<file path="src/rtl/fir_emu_pkg.sv">
// rtl/fir_emu_pkg.sv - shared types, widths and wrapper address map for the FIR emulation master
package fir_emu_pkg;

  localparam int BYTE_W = 8;
  localparam int WORD_W = 16;

  localparam logic [BYTE_W-1:0] ADDR_CIN     = 8'd0;
  localparam logic [BYTE_W-1:0] ADDR_XIN     = 8'd1;
  localparam logic [BYTE_W-1:0] ADDR_YHI     = 8'd2;
  localparam logic [BYTE_W-1:0] ADDR_YLO     = 8'd3;
  localparam logic [BYTE_W-1:0] ADDR_XOUT    = 8'd0;
  localparam logic [BYTE_W-1:0] ADDR_YOUT_HI = 8'd1;
  localparam logic [BYTE_W-1:0] ADDR_YOUT_LO = 8'd2;

  typedef enum logic [3:0] {
    S_IDLE,
    S_WR0,
    S_WR1,
    S_WR2,
    S_WR3,
    S_LOAD,
    S_DCLK,
    S_GET,
    S_RD0,
    S_RD1,
    S_RD2,
    S_CAP,
    S_DONE
  } state_t;

  // States that perform a two-cycle SETUP/STROBE wrapper access.
  function automatic logic is_access(state_t s);
    return s inside {S_WR0, S_WR1, S_WR2, S_WR3, S_LOAD, S_GET, S_RD0, S_RD1, S_RD2};
  endfunction

  function automatic state_t next_access(state_t s);
    case (s)
      S_WR0:   return S_WR1;
      S_WR1:   return S_WR2;
      S_WR2:   return S_WR3;
      S_WR3:   return S_LOAD;
      S_LOAD:  return S_DCLK;
      S_GET:   return S_RD0;
      S_RD0:   return S_RD1;
      S_RD1:   return S_RD2;
      S_RD2:   return S_CAP;
      default: return S_IDLE;
    endcase
  endfunction

endpackage

</file>
<file path="src/rtl/fir_emu_master_if.sv">
// rtl/fir_emu_master_if.sv - transaction and wrapper-bus signals of the FIR emulation master
interface fir_emu_master_if;
  import fir_emu_pkg::*;

  logic              start;
  logic [BYTE_W-1:0] cin;
  logic [BYTE_W-1:0] xin;
  logic [WORD_W-1:0] yin;
  logic              ready;
  logic              done;
  logic [BYTE_W-1:0] xout;
  logic [WORD_W-1:0] yout;
  logic [BYTE_W-1:0] emu_data;
  logic [BYTE_W-1:0] emu_q;
  logic [BYTE_W-1:0] emu_addr;
  logic              emu_load;
  logic              emu_get;
  logic              emu_clk;
  logic              dut_clk;

  modport master (
    input  start, cin, xin, yin, emu_q,
    output ready, done, xout, yout, emu_data, emu_addr, emu_load, emu_get, emu_clk, dut_clk
  );

  modport slave (
    output start, cin, xin, yin, emu_q,
    input  ready, done, xout, yout, emu_data, emu_addr, emu_load, emu_get, emu_clk, dut_clk
  );

endinterface

</file>
<file path="src/rtl/fir_emu_master.sv">
// rtl/fir_emu_master.sv - sequences one FIR PE evaluation through the emulation wrapper
module fir_emu_master
  import fir_emu_pkg::*;
#(
  parameter int unsigned DUT_CYCLES = 1
) (
  input  logic                    clk,
  input  logic                    rst,
  fir_emu_master_if.master        bus
);

  localparam logic [3:0] LAST_PULSE = 4'(DUT_CYCLES - 1);

  state_t            state, state_n;
  logic              phase, phase_n;
  logic [3:0]        dcnt, dcnt_n;
  logic [BYTE_W-1:0] lat_c, lat_c_n;
  logic [BYTE_W-1:0] lat_x, lat_x_n;
  logic [WORD_W-1:0] lat_y, lat_y_n;
  logic [BYTE_W-1:0] cap_x, cap_yhi;

  logic              ready_n, done_n, load_n, get_n, emu_clk_n, dut_clk_n;
  logic [BYTE_W-1:0] addr_n, data_n;

  always_comb begin
    state_n = state;
    phase_n = phase;
    dcnt_n  = dcnt;
    lat_c_n = lat_c;
    lat_x_n = lat_x;
    lat_y_n = lat_y;
    case (state)
      S_IDLE: begin
        if (bus.start) begin
          state_n = S_WR0;
          phase_n = 1'b0;
          lat_c_n = bus.cin;
          lat_x_n = bus.xin;
          lat_y_n = bus.yin;
        end
      end
      // phase 0 is the dut_clk-high half of each pulse
      S_DCLK: begin
        phase_n = ~phase;
        if (phase) begin
          if (dcnt == LAST_PULSE) begin
            state_n = S_GET;
            dcnt_n  = '0;
          end else begin
            dcnt_n = dcnt + 4'd1;
          end
        end
      end
      S_CAP:  state_n = S_DONE;
      S_DONE: state_n = S_IDLE;
      default: begin
        phase_n = ~phase;
        if (phase) state_n = next_access(state);
      end
    endcase
  end

  // Outputs are decoded from the next state so the registered values line up with it.
  always_comb begin
    addr_n    = '0;
    data_n    = '0;
    load_n    = (state_n == S_LOAD);
    get_n     = (state_n == S_GET);
    emu_clk_n = phase_n && is_access(state_n);
    dut_clk_n = (state_n == S_DCLK) && !phase_n;
    ready_n   = (state_n == S_IDLE);
    done_n    = (state_n == S_DONE);
    case (state_n)
      S_WR0: begin addr_n = ADDR_CIN; data_n = lat_c_n;               end
      S_WR1: begin addr_n = ADDR_XIN; data_n = lat_x_n;               end
      S_WR2: begin addr_n = ADDR_YHI; data_n = lat_y_n[WORD_W-1:8];   end
      S_WR3: begin addr_n = ADDR_YLO; data_n = lat_y_n[7:0];          end
      S_RD0: addr_n = ADDR_XOUT;
      S_RD1: addr_n = ADDR_YOUT_HI;
      S_RD2: addr_n = ADDR_YOUT_LO;
      default: ;
    endcase
  end

  always_ff @(posedge clk or posedge rst) begin
    if (rst) begin
      state        <= S_IDLE;
      phase        <= 1'b0;
      dcnt         <= '0;
      lat_c        <= '0;
      lat_x        <= '0;
      lat_y        <= '0;
      cap_x        <= '0;
      cap_yhi      <= '0;
      bus.ready    <= 1'b1;
      bus.done     <= 1'b0;
      bus.xout     <= '0;
      bus.yout     <= '0;
      bus.emu_data <= '0;
      bus.emu_addr <= '0;
      bus.emu_load <= 1'b0;
      bus.emu_get  <= 1'b0;
      bus.emu_clk  <= 1'b0;
      bus.dut_clk  <= 1'b0;
    end else begin
      state        <= state_n;
      phase        <= phase_n;
      dcnt         <= dcnt_n;
      lat_c        <= lat_c_n;
      lat_x        <= lat_x_n;
      lat_y        <= lat_y_n;
      bus.ready    <= ready_n;
      bus.done     <= done_n;
      bus.emu_data <= data_n;
      bus.emu_addr <= addr_n;
      bus.emu_load <= load_n;
      bus.emu_get  <= get_n;
      bus.emu_clk  <= emu_clk_n;
      bus.dut_clk  <= dut_clk_n;
      // The wrapper presents a read byte in the SETUP cycle after its STROBE.
      if (!phase && state == S_RD1) cap_x   <= bus.emu_q;
      if (!phase && state == S_RD2) cap_yhi <= bus.emu_q;
      if (state == S_CAP) begin
        bus.xout <= cap_x;
        bus.yout <= {cap_yhi, bus.emu_q};
      end
    end
  end

endmodule

</file>
<file path="src/flat_wrapper.sv">
// flat-port wrapper written by rule: the top's interface ports become plain ports
module fir_emu_master_flat import fir_emu_pkg::*;
#(
  parameter int unsigned DUT_CYCLES = 1
)
  (clk, rst, bus_start, bus_cin, bus_xin, bus_yin, bus_emu_q, bus_ready, bus_done, bus_xout, bus_yout, bus_emu_data, bus_emu_addr, bus_emu_load, bus_emu_get, bus_emu_clk, bus_dut_clk);
  fir_emu_master_if bus_i ();
  input  logic clk;
  input  logic rst;
  input wire logic [$bits(bus_i.start)-1:0] bus_start;
  input wire logic [$bits(bus_i.cin)-1:0] bus_cin;
  input wire logic [$bits(bus_i.xin)-1:0] bus_xin;
  input wire logic [$bits(bus_i.yin)-1:0] bus_yin;
  input wire logic [$bits(bus_i.emu_q)-1:0] bus_emu_q;
  output wire logic [$bits(bus_i.ready)-1:0] bus_ready;
  output wire logic [$bits(bus_i.done)-1:0] bus_done;
  output wire logic [$bits(bus_i.xout)-1:0] bus_xout;
  output wire logic [$bits(bus_i.yout)-1:0] bus_yout;
  output wire logic [$bits(bus_i.emu_data)-1:0] bus_emu_data;
  output wire logic [$bits(bus_i.emu_addr)-1:0] bus_emu_addr;
  output wire logic [$bits(bus_i.emu_load)-1:0] bus_emu_load;
  output wire logic [$bits(bus_i.emu_get)-1:0] bus_emu_get;
  output wire logic [$bits(bus_i.emu_clk)-1:0] bus_emu_clk;
  output wire logic [$bits(bus_i.dut_clk)-1:0] bus_dut_clk;
  assign bus_i.start = bus_start;
  assign bus_i.cin = bus_cin;
  assign bus_i.xin = bus_xin;
  assign bus_i.yin = bus_yin;
  assign bus_i.emu_q = bus_emu_q;
  assign bus_ready = bus_i.ready;
  assign bus_done = bus_i.done;
  assign bus_xout = bus_i.xout;
  assign bus_yout = bus_i.yout;
  assign bus_emu_data = bus_i.emu_data;
  assign bus_emu_addr = bus_i.emu_addr;
  assign bus_emu_load = bus_i.emu_load;
  assign bus_emu_get = bus_i.emu_get;
  assign bus_emu_clk = bus_i.emu_clk;
  assign bus_dut_clk = bus_i.dut_clk;
  fir_emu_master #(.DUT_CYCLES(DUT_CYCLES)) u_core (.clk(clk), .rst(rst), .bus(bus_i));
endmodule
</file>
<file path="config.mk">
export PLATFORM = sky130hd
export DESIGN_NAME = fir_emu_master_flat
export DESIGN_NICKNAME = d
export VERILOG_FILES = /design/src/rtl/fir_emu_pkg.sv /design/src/rtl/fir_emu_master_if.sv /design/src/rtl/fir_emu_master.sv /design/src/flat_wrapper.sv
export SDC_FILE = /design/constraint.sdc
export NUM_CORES = 1
export LEC_CHECK = 0
export ABC_AREA = 1
export BUFFER_PORTS_ARGS = -buffer_cell sky130_fd_sc_hd__buf_4
export CORE_MARGIN = 5
export CORE_UTILIZATION = 59
export CTS_CLUSTER_DIAMETER = 60
export DETAILED_ROUTE_END_ITERATION = 8
export MAX_ROUTING_LAYER = met4
export PLACE_DENSITY = 0.95
export SYNTH_ARGS = -nofsm -noshare
export SYNTH_HDL_FRONTEND = slang
export SYNTH_SLANG_ARGS = --single-unit
</file>
<file path="constraint.sdc">
create_clock -name clk -period 7.4 [get_ports clk]
set_input_delay 1.11 -clock clk [delete_from_list [all_inputs] [get_ports clk]]
set_output_delay 1.11 -clock clk [all_outputs]
set_load 0.05 [all_outputs]
</file>
==> Word-level counts from Yosys, hierarchy flattened <==
Memories as Yosys holds them, arrays and structs flattened.
Index checks and enable logic that the tools add are counted.
{ "classes": {"n_eq_ne": 16, "reduce_logical": 14, "mux": 16, "addsub": 1, "bitwise": 1} }
{ "op_table": {"columns": ["op", "n"], "rows": [
  ["$eq 4x4->1 const B", 8],
  ["$mux 16", 2],
  ["$mux 8", 4],
  ["$pmux 8 s4", 1],
  ["$eq 4x3->1 const B", 5],
  ["$mux 4", 5],
  ["$pmux 4 s4", 1],
  ["$logic_not 4->1", 3],
  ["$reduce_bool 9->1", 1],
  ["$eq 4x2->1 const B", 2],
  ["$pmux 2 s3", 1],
  ["$reduce_or 2->1", 3],
  ["$add 4x1->4 const B", 1],
  ["$eq 4x1->1 const B", 1],
  ["$logic_and 1x1->1", 4],
  ["$logic_not 1->1", 2],
  ["$pmux 1 s2", 1],
  ["$reduce_and 2->1", 1],
  ["$mux 1", 1],
  ["$not 1->1", 1]
]} }
{ "word_totals": {"ff_bits": 97, "in_bits": 43, "memories": 1, "out_inout_bits": 46, "mem_bits_ro": 64} }
{ "memory_table": {"columns": ["name", "depth", "word_bits", "rd", "rd_ports_with_merged_regs", "write_ports", "line_no", "rtl"], "rows": [
  ["(name not given)", 16, 4, 1, 0, 0, "fir_emu_pkg.sv:37", "case (s)"]
]} }

==> Logic depth before layout (Yosys ltp) <==
Gate-level depths: netlist of run 1.
{ "logic_depth": {"depth_word": 7, "ltp_mapped": 14} }

==> Worst setup path after synthesis of run 1 <==
OpenSTA, ideal clock, no wires.
{ "synth_timing": {"path_type": "input to register", "startpoint": "input port bus_start", "endpoint": "register u_core.bus.emu_data[0]", "path_stages": 12, "path_slack_ns": 5.266, "arrival_ns": 2.018, "path_cell_list": "inv_1 nor2_4 inv_2 nand2_1 nor2_4 nand2_8 nand2_2 clkinv_2 nand3_1 nand2_1 inv_1 nand2_1"} }
{ "synth_between": {"elab_chain_len": 4} }
{ "synth_rtl": {"columns": ["element", "line_no", "rtl"], "rows": [
  ["from (decl)", "flat_wrapper.sv:10", "input wire logic [$bits(bus_i.start)-1:0] bus_start;"],
  ["$mux 4 *", "fir_emu_master.sv:34", "if (bus.start) begin"],
  ["$pmux 4 s4 *", "fir_emu_master.sv:32", "case (state)"],
  ["named net u_core.state_n[0]", "fir_emu_master.sv:14", "state_t state, state_n;"],
  ["$eq 4x3->1 (tied with other cells)", "fir_emu_master.sv:73", "case (state_n)"],
  ["$pmux 8 s4 *", "fir_emu_master.sv:73", null],
  ["named net u_core.data_n[0]", "fir_emu_master.sv:23", "logic [BYTE_W-1:0] addr_n, data_n;"],
  ["to (signal assigned)", "fir_emu_master.sv:114", "bus.emu_data <= data_n;"],
  ["to (decl)", "fir_emu_master_if.sv:23", "output ready, done, xout, yout, emu_data, emu_addr, emu_load, emu_get, emu_clk, dut_clk"]
]} }
The timed path passes the listed nets; every way through them passes the cells marked *.
A chain may end at the register's enable or synchronous reset.

==> Worst setup path after layout of run 1 <==
{ "layout_timing": {"startpoint": "register u_core.state[0]", "endpoint": "register u_core.bus.emu_data[4]"} }
{ "layout_between": {"elab_chain_len": 5} }
{ "layout_rtl": {"columns": ["element", "line_no", "rtl"], "rows": [
  ["from (decl)", "fir_emu_master.sv:14", null],
  ["from (signal assigned)", "fir_emu_master.sv:106", "state <= state_n;"],
  ["$mem_v2 16x4 / $mux 4 (equally long branches)", null, null],
  ["$mux 4, on equally long branches", "fir_emu_master.sv:58, fir_emu_master.sv:45", null],
  ["$pmux 4 s4 *", "fir_emu_master.sv:32", null],
  ["named net u_core.state_n[0]", "fir_emu_master.sv:14", null],
  ["$eq 4x3->1 (tied with other cells)", "fir_emu_master.sv:73", null],
  ["$pmux 8 s4 *", "fir_emu_master.sv:73", null],
  ["named net u_core.data_n[4]", "fir_emu_master.sv:23", null]
]} }
Marked as above.

==> results.toml, run 1 <==
[critical_path]
worst_path_most_repeated_cell = "nand2_1"
cp-end-kind = "flop"
path_max_fanout = 33
worst_path_max_delay_cell = "nor2_4"
critPathArrivalTime_ns = 3.28
worstPathRequired_ns = 7.70
crit_chain = "inv_1, ha_1, nand2_2, nor2_4, inv_2, nand2_1, nor2_4, nand2_8, nand2_4, inv_2, nand3_1, nand2_1, inv_1, nand2_1"
rr_startpoint = "u_core.state[0]"
slowest_delay_ns = 0.55
ff2ff_setup_slack_ns = 4.42
r2r_end = "u_core.bus.emu_data[4]"
path_class = "reg2reg"
cp-start-kind = "flop"
worst_r2r_path_depth = 14

[clocking]
cts_resized = 0
clock_path_buffers = 2
cts_setup_buffers = 0
clkLatencyLatePin_ns = 0.36
clock-sinks = 97
cts_max_level = 3
cts-buffers-inserted = 9
cts_root_buf = "clkbuf_8"
hold_buffers = 0
cts_tree = "yes"
clk_pin_slew_worst_paths_ns = 0.10

[yosys]
yosysTopAreaCell = "dfrtp_1"
synth.distinct_cells = 34
synth_seq_cells = 97
ys_warn_count = 0
async_reset_ff_share_pct = 100
yosysMostFrequentCell = "nand2_1"
netlist_top_cells_count = "180 x nand2_1, 96 x dfrtp_1, 42 x nand3_1"
syn_area_um2 = 4470
ys_seq_area_share_pct = 54.3
synth-edff-count = 0
avgSynthCellArea_um2 = 9.11
synth.area.top_cells = "dfrtp_1 54%, nand2_1 15%, nand3_1 4.7%"
synth_top_area_share_pct = 53.7
netlist_instances = 491
synth-main-ff-cell = "dfrtp_1"

[drt]
drt_wl_total_um = 9790
drtIter0Drc = 249
num_vias = 3514
ant_nets = 0
vias_per_cell = 5.23
dr.pass1.iters = 5
drc = 0
wl_per_cell_um = 14.6

[timing]
fmax_mhz = 335
rsz0062_at_grt = "no"
setup_viol = 0
fin_crit_ns = 2.98
worstMarginPinSlew_ns = 0.781
fin_skew_ns = 0.0172
finalCritPeriodShare_pct = 40.3
setup_tns_ns = 0
finalWorstSetupSlack_ns = 4.42
slew_headroom_pct = 47.9
slew_viol_final = 0
final_hold_viol_count = 0

[global_routing]
antenna_found_initial = 0
grt_pass1_wl_um = 16400
overflow = 0
grt_usage_pct = 21.6
grt_max_degree = 51
grt_pass1_vias = 3507

[floorplan]
fp.coreArea_um2 = 7330
initial_utilization_pct = 61.0
die_w_um = 97.1
die-area_um2 = 9430
io_pins = 89
die_height_um = 97.1
row_count = 31

[place]
numPortBuffers = 82
preCtsSetupSlack_ns = 4.12
hpwl_um = 6960
gp_congestion = 0.863

[cells_and_area]
layout-drive-gt1-share_pct = 26.9
synthToLayoutAreaGrowth_pct = 18.1
fillers = 516
finalNetCount = 618
antennaDiodeCount = 0

[worst_hold_path]
worstHoldStart = "u_core.dcnt[3]"
hold-path-endpoint = "u_core.dcnt[3]"
whs_path_depth = 1
hp-class = "reg2reg"

[run]
max-cap-violations = 0

[outcome]
outcome = "finished, final reports clean"
-- cell families after synthesis --
| family | after synthesis | share of synthesized area [%] |
|---|---|---|
| AO/OA/AOI/OAI | 33 | 3.75 |
| XOR/XNOR | 1 | 0.196 |
| adder cells (fa/ha/maj) | 7 | 1.96 |
| buffers and inverters | 68 | 6.99 |
| flip-flops | 97 | 54.3 |
| multiplexers | 16 | 4.03 |
| other | 1 | 0.0838 |
| AND/OR/NAND/NOR | 268 | 28.7 |
-- cell type report --
class,count,area (um^2),area share [%]
Tap cell,99,124,2.34
Sequential cell,97,2430,46.0
Timing Repair Buffer,83,623,11.8
Multi-Input combinational cell,331,1750,33.1
Clock buffer,9,124,2.34
Clock inverter,7,58.8,1.11
Inverter,46,175,3.31
-- worst max-delay path, delay by kind of cell (launching register included) --
family                     cells  cell delay (ns)
and+or+nand+nor                9             1.41
buffers and inverters          4             0.77
DFF                            1             0.47
adders and majority gates      1             0.26
-- stage by stage --
stage	hold WS (ns)	instance area [um^2]	instances	util (%)
6_report	0.481	5290	672	72.1
5_1_grt	0.505	5290	672	72.1
4_1_cts	0.479	5290	672	72.1
3_5_place_dp	0.459	5100	656	69.6
3_3_place_gp	0.452	5100	656	69.6
2_1_floorplan	0.439	4490	496	-
-- worst max path at each step --
stage                         start                     end  slack [ns]  depth (start not counted)
floorplan                       rst         u_core.bus.done        3.76                          1
global placement          bus_start  u_core.bus.emu_data[0]        4.30                         13
detailed placement        bus_start  u_core.bus.emu_data[4]        4.12                         13
finish              u_core.state[0]  u_core.bus.emu_data[4]        4.42                         14
global route        u_core.state[0]  u_core.bus.emu_data[5]        4.17                         14
CTS                 u_core.state[1]  u_core.bus.emu_data[0]        4.45                         14
-- cells in the final DEF (no fill, tap or decap), types with 4 or more instances in the layout --
cell type	n
a21oi_1	4
buf_4	83
clkbuf_8	9
conb_1	6
dfrtp_1	96
ha_1	7
inv_1	36
inv_2	8
mux2_2	16
nand2_1	180
nand2_2	5
nand2_4	5
nand3_1	42
nor2_1	13
nor2_4	4
o21ai_0	28
-- layer usage --
metal | GRT usage, % | part of all wire, %
met1 | 27.1 | 42
met2 | 35.9 | 51
met3 | 3.88 | 5.1
met4 | 6.70 | 1.8
met5 | - | 0
-- sequential cells by signal, indices dropped and copies added (netlist names), 2 cells and up --
signal,cells
u_core.lat_c,8
u_core.cap_yhi,8
u_core.state,4
u_core.lat_y,16
u_core.bus.emu_data,8
u_core.bus.xout,8
u_core.dcnt,4
u_core.lat_x,8
u_core.bus.emu_addr,2
u_core.cap_x,8
u_core.bus.yout,16
Power of run 1 is left out: the tool's default activity adds up to more than one toggle a clock period on the data nets, which glitch-free logic cannot reach.
==> run 2: changes to the inputs <==
--- a/config.mk
+++ b/config.mk
@@ -5,14 +5,14 @@
 export SDC_FILE = /design/constraint.sdc
 export NUM_CORES = 1
 export LEC_CHECK = 0
-export ABC_AREA = 1
+export ABC_AREA = 0
 export BUFFER_PORTS_ARGS = -buffer_cell sky130_fd_sc_hd__buf_4
 export CORE_MARGIN = 5
-export CORE_UTILIZATION = 59
+export CORE_UTILIZATION = 49
 export CTS_CLUSTER_DIAMETER = 60
 export DETAILED_ROUTE_END_ITERATION = 8
 export MAX_ROUTING_LAYER = met4
-export PLACE_DENSITY = 0.95
+export PLACE_DENSITY = 0.86
 export SYNTH_ARGS = -nofsm -noshare
 export SYNTH_HDL_FRONTEND = slang
 export SYNTH_SLANG_ARGS = --single-unit
==> constraint.sdc (replaced) <==
create_clock -name clk -period 2.54 [get_ports clk]
set_input_delay 0.381 -clock clk [delete_from_list [all_inputs] [get_ports clk]]
set_output_delay 0.381 -clock clk [all_outputs]
set_load 0.05 [all_outputs]
==> results.toml, run 2 <==
[outcome]
outcome = "finished, final reports clean"

[critical_path]
critPathArrivalTime_ns = 2.69
path_class = "reg2reg"
cp-start-kind = "flop"
worstPathRequired_ns = 2.78
ff2ff_setup_slack_ns = 0.09
path_depth = 9
crit_chain = "inv_1, ha_1, and3b_1, a211oi_4, a221oi_4, inv_4, or3_1, o211ai_1, a21oi_1"
cp-end-kind = "flop"
r2r_end = "u_core.bus.emu_clk"
path_max_fanout = 7
rr_startpoint = "u_core.state[0]"
critPathTopFamily = "compound AO/OA/AOI/OAI gates"
crit_buf_inv = 2
worst_path_max_delay_cell = "a221oi_4"
worst_r2r_path_depth = 9
slowest_delay_ns = 0.49

[yosys]
yosysMostFrequentCell = "dfrtp_1"
netlist_instances = 377
synthAdderAreaFrac_pct = 1.99
synth-edff-count = 0
yosysTopAreaCell = "dfrtp_1"
async_reset_ff_share_pct = 100
ys_warn_count = 0
synth-main-ff-cell = "dfrtp_1"
synthXorXnorAreaFrac_pct = 0.570
syn_area_um2 = 4390
synth.area.top_cells = "dfrtp_1 55%, mux2_2 13%, nand2_1 6.8%"
ys_seq_area_share_pct = 55.3
netlist_top_cells_count = "96 x dfrtp_1, 80 x nand2_1, 49 x mux2_2"
avgSynthCellArea_um2 = 11.7
synth_top_family_by_area = "multiplexers"
synth-simple-area-share_pct = 14.8
synth-compound-area-share_pct = 7.72
synth_seq_cells = 97
synthMuxAreaShare_pct = 15.1
synth.distinct_cells = 51
synth_top_area_share_pct = 54.7

[drt]
num_vias = 3049
drt_wl_total_um = 9580
drtIter0Drc = 212
ant_nets = 0
dr.pass1.iters = 5
wl_per_cell_um = 16.6
drc = 0
vias_per_cell = 5.28

[power]
p_sw_mw = 3.57
ir_drop_mv = 0.717
leakage_nw = 2.67
p_int_mw = 4.47
comb_power_share_pct = 55.8
p_per_area_nw_per_um2 = 1490
clkPwrFrac_pct = 12.9
p_sw_share_pct = 44.4
pwr-share-seq_pct = 31.3

[cells_and_area]
final_common_cell = "dfrtp_1"
synthToLayoutAreaGrowth_pct = 22.5
reg.largest.list = "u_core.bus.yout x16, u_core.lat_y x16"
final_cell_mix = "96 x dfrtp_1, 93 x buf_4, 80 x nand2_1"
postLayoutCoreUtil_pct = 61.7
layout-drive-gt1-share_pct = 39.6
finalNetCount = 515
antennaDiodeCount = 0

[place]
numPortBuffers = 82
hpwl_um = 6930
preCtsSetupSlack_ns = 0.0824
gp_congestion = 0.816

[global_routing]
grt_pass1_vias = 3257
grt_pass1_wl_um = 16000
grt_usage_pct = 18.4
grt_max_degree = 98
antenna_found_initial = 0
overflow = 0

[timing]
final_hold_viol_count = 0
fmax_mhz = 408
setup_viol = 0
finalCritPeriodShare_pct = 96.4
slew_headroom_pct = 66.3
slew_viol_final = 0
finalWorstSetupSlack_ns = 0.0907
fin_crit_ns = 2.45
fin_skew_ns = 0.0142
worstMarginPinSlew_ns = 0.505

[clocking]
cts_tree = "yes"
clkLatencyLatePin_ns = 0.36
clk_pin_slew_worst_paths_ns = 0.09
clock_path_buffers = 2
cts_max_level = 3
cts-buffers-inserted = 9
cts_root_buf = "clkbuf_8"
clock-sinks = 97

[worst_hold_path]
hp-class = "in2async"

[floorplan]
die_w_um = 105
die-area_um2 = 11000
die_height_um = 105
row_count = 34
io_pins = 89
fp.coreArea_um2 = 8720
initial_utilization_pct = 50.4

[run]
max-cap-violations = 0
[run 2: cell count changes in the layout (fill, tap and decap cells not counted), moves of 5 or more]
cell	change
inv_1	-29
nand3_1	-24
o211ai_2	+8
nand2_2	-5
inv_2	-8
buf_4	+10
nand2_1	-100
nand2_4	-5
nor2_1	-6
o21ai_0	-24
mux2i_1	+9
mux2_2	+33
nand2b_1	+5
[run 2: cell type report]
| cell class | count | area, um^2 |
|---|---|---|
| Clock inverter | 6 | 71.3 |
| Timing Repair Buffer | 97 | 769 |
| Fill cell | 662 | 3340 |
| Inverter | 9 | 40.0 |
| Sequential cell | 97 | 2430 |
| Clock buffer | 10 | 138 |
| Multi-Input combinational cell | 251 | 1800 |
| Tap cell | 108 | 135 |
[run 2: timing repair]
action / in CTS / in global routing
hold buffers: 0 / 0
endpoints found under the hold margin: 0 / 0
resized for setup: 0 / 3
buffers inserted: 0 / 1
setup endpoints to repair: 0 / 11
[run 2: power by group through the flow]
| stage | Combinational (mW) | Sequential (mW) | Clock, mW |
|---|---|---|---|
| final | 4.49 | 2.51 | 1.04 |
| after global routing | 4.80 | 2.59 | 1.14 |
| after CTS | 4.33 | 2.52 | 1.05 |
| after detailed placement | 4.32 | 2.55 | 0 |
| after global placement | 4.22 | 2.51 | 0 |
| after floorplan | 2.66 | 3.14 | 0 |
[run 2: how the worst max path moves through the flow]
stage                    startpoint                     end  slack, ns
floorplan           u_core.state[0]      u_core.bus.emu_clk       0.20
global placement    u_core.state[1]  u_core.bus.emu_data[4]       0.17
detailed placement  u_core.state[1]  u_core.bus.emu_addr[0]       0.08
CTS                 u_core.state[1]  u_core.bus.emu_addr[0]       0.06
global route        u_core.state[1]      u_core.bus.emu_clk      -0.02
finish              u_core.state[0]      u_core.bus.emu_clk       0.09
[run 2: kinds of logic (layout without fill, tap and decap cells)]
| group | Yosys count | count (layout) |
|---|---|---|
| simple gates | 137 | 137 |
| flops | 97 | 97 |
| mux | 60 | 60 |
| compound gates | 39 | 39 |
| buf+inv | 34 | 122 |
| fa+ha+maj | 7 | 7 |
| xor+xnor | 2 | 2 |
| other cells | 1 | 6 |
[run 2: per-layer routing]
layer	vias up	part of all wire [%]	GRT usage, %
li1	1453	-	-
met1	1518	42	23.5
met2	70	53	30.0
met3	8	3.7	3.64
met4	0	1.0	5.21
met5	-	0	-
[run 2: per-stage QoR]
stage | instances | hold slack [ns] | power (mW) | TNS (ns) | instance area, um^2
detailed placement | 561 | 0.453 | 6.87 | 0 | 5140
global placement | 561 | 0.444 | 6.74 | 0 | 5140
finish | 578 | 0.155 | 8.04 | 0 | 5380
global route | 578 | 0.199 | 8.53 | -0.0181 | 5380
floorplan | 382 | 0.435 | 5.81 | 0 | 4420
CTS | 577 | 0.182 | 7.90 | 0 | 5350
[run 2: worst reg2reg max path, stage by stage, from the launching register on]
cell and delay, ns:
dfrtp_1 0.40, inv_1 0.09, ha_1 0.24, and3b_1 0.37
a211oi_4 0.09, a221oi_4 0.49, inv_4 0.09, or3_1 0.36
o211ai_1 0.10, a21oi_1 0.11
Power figures use the tool's default switching activity.
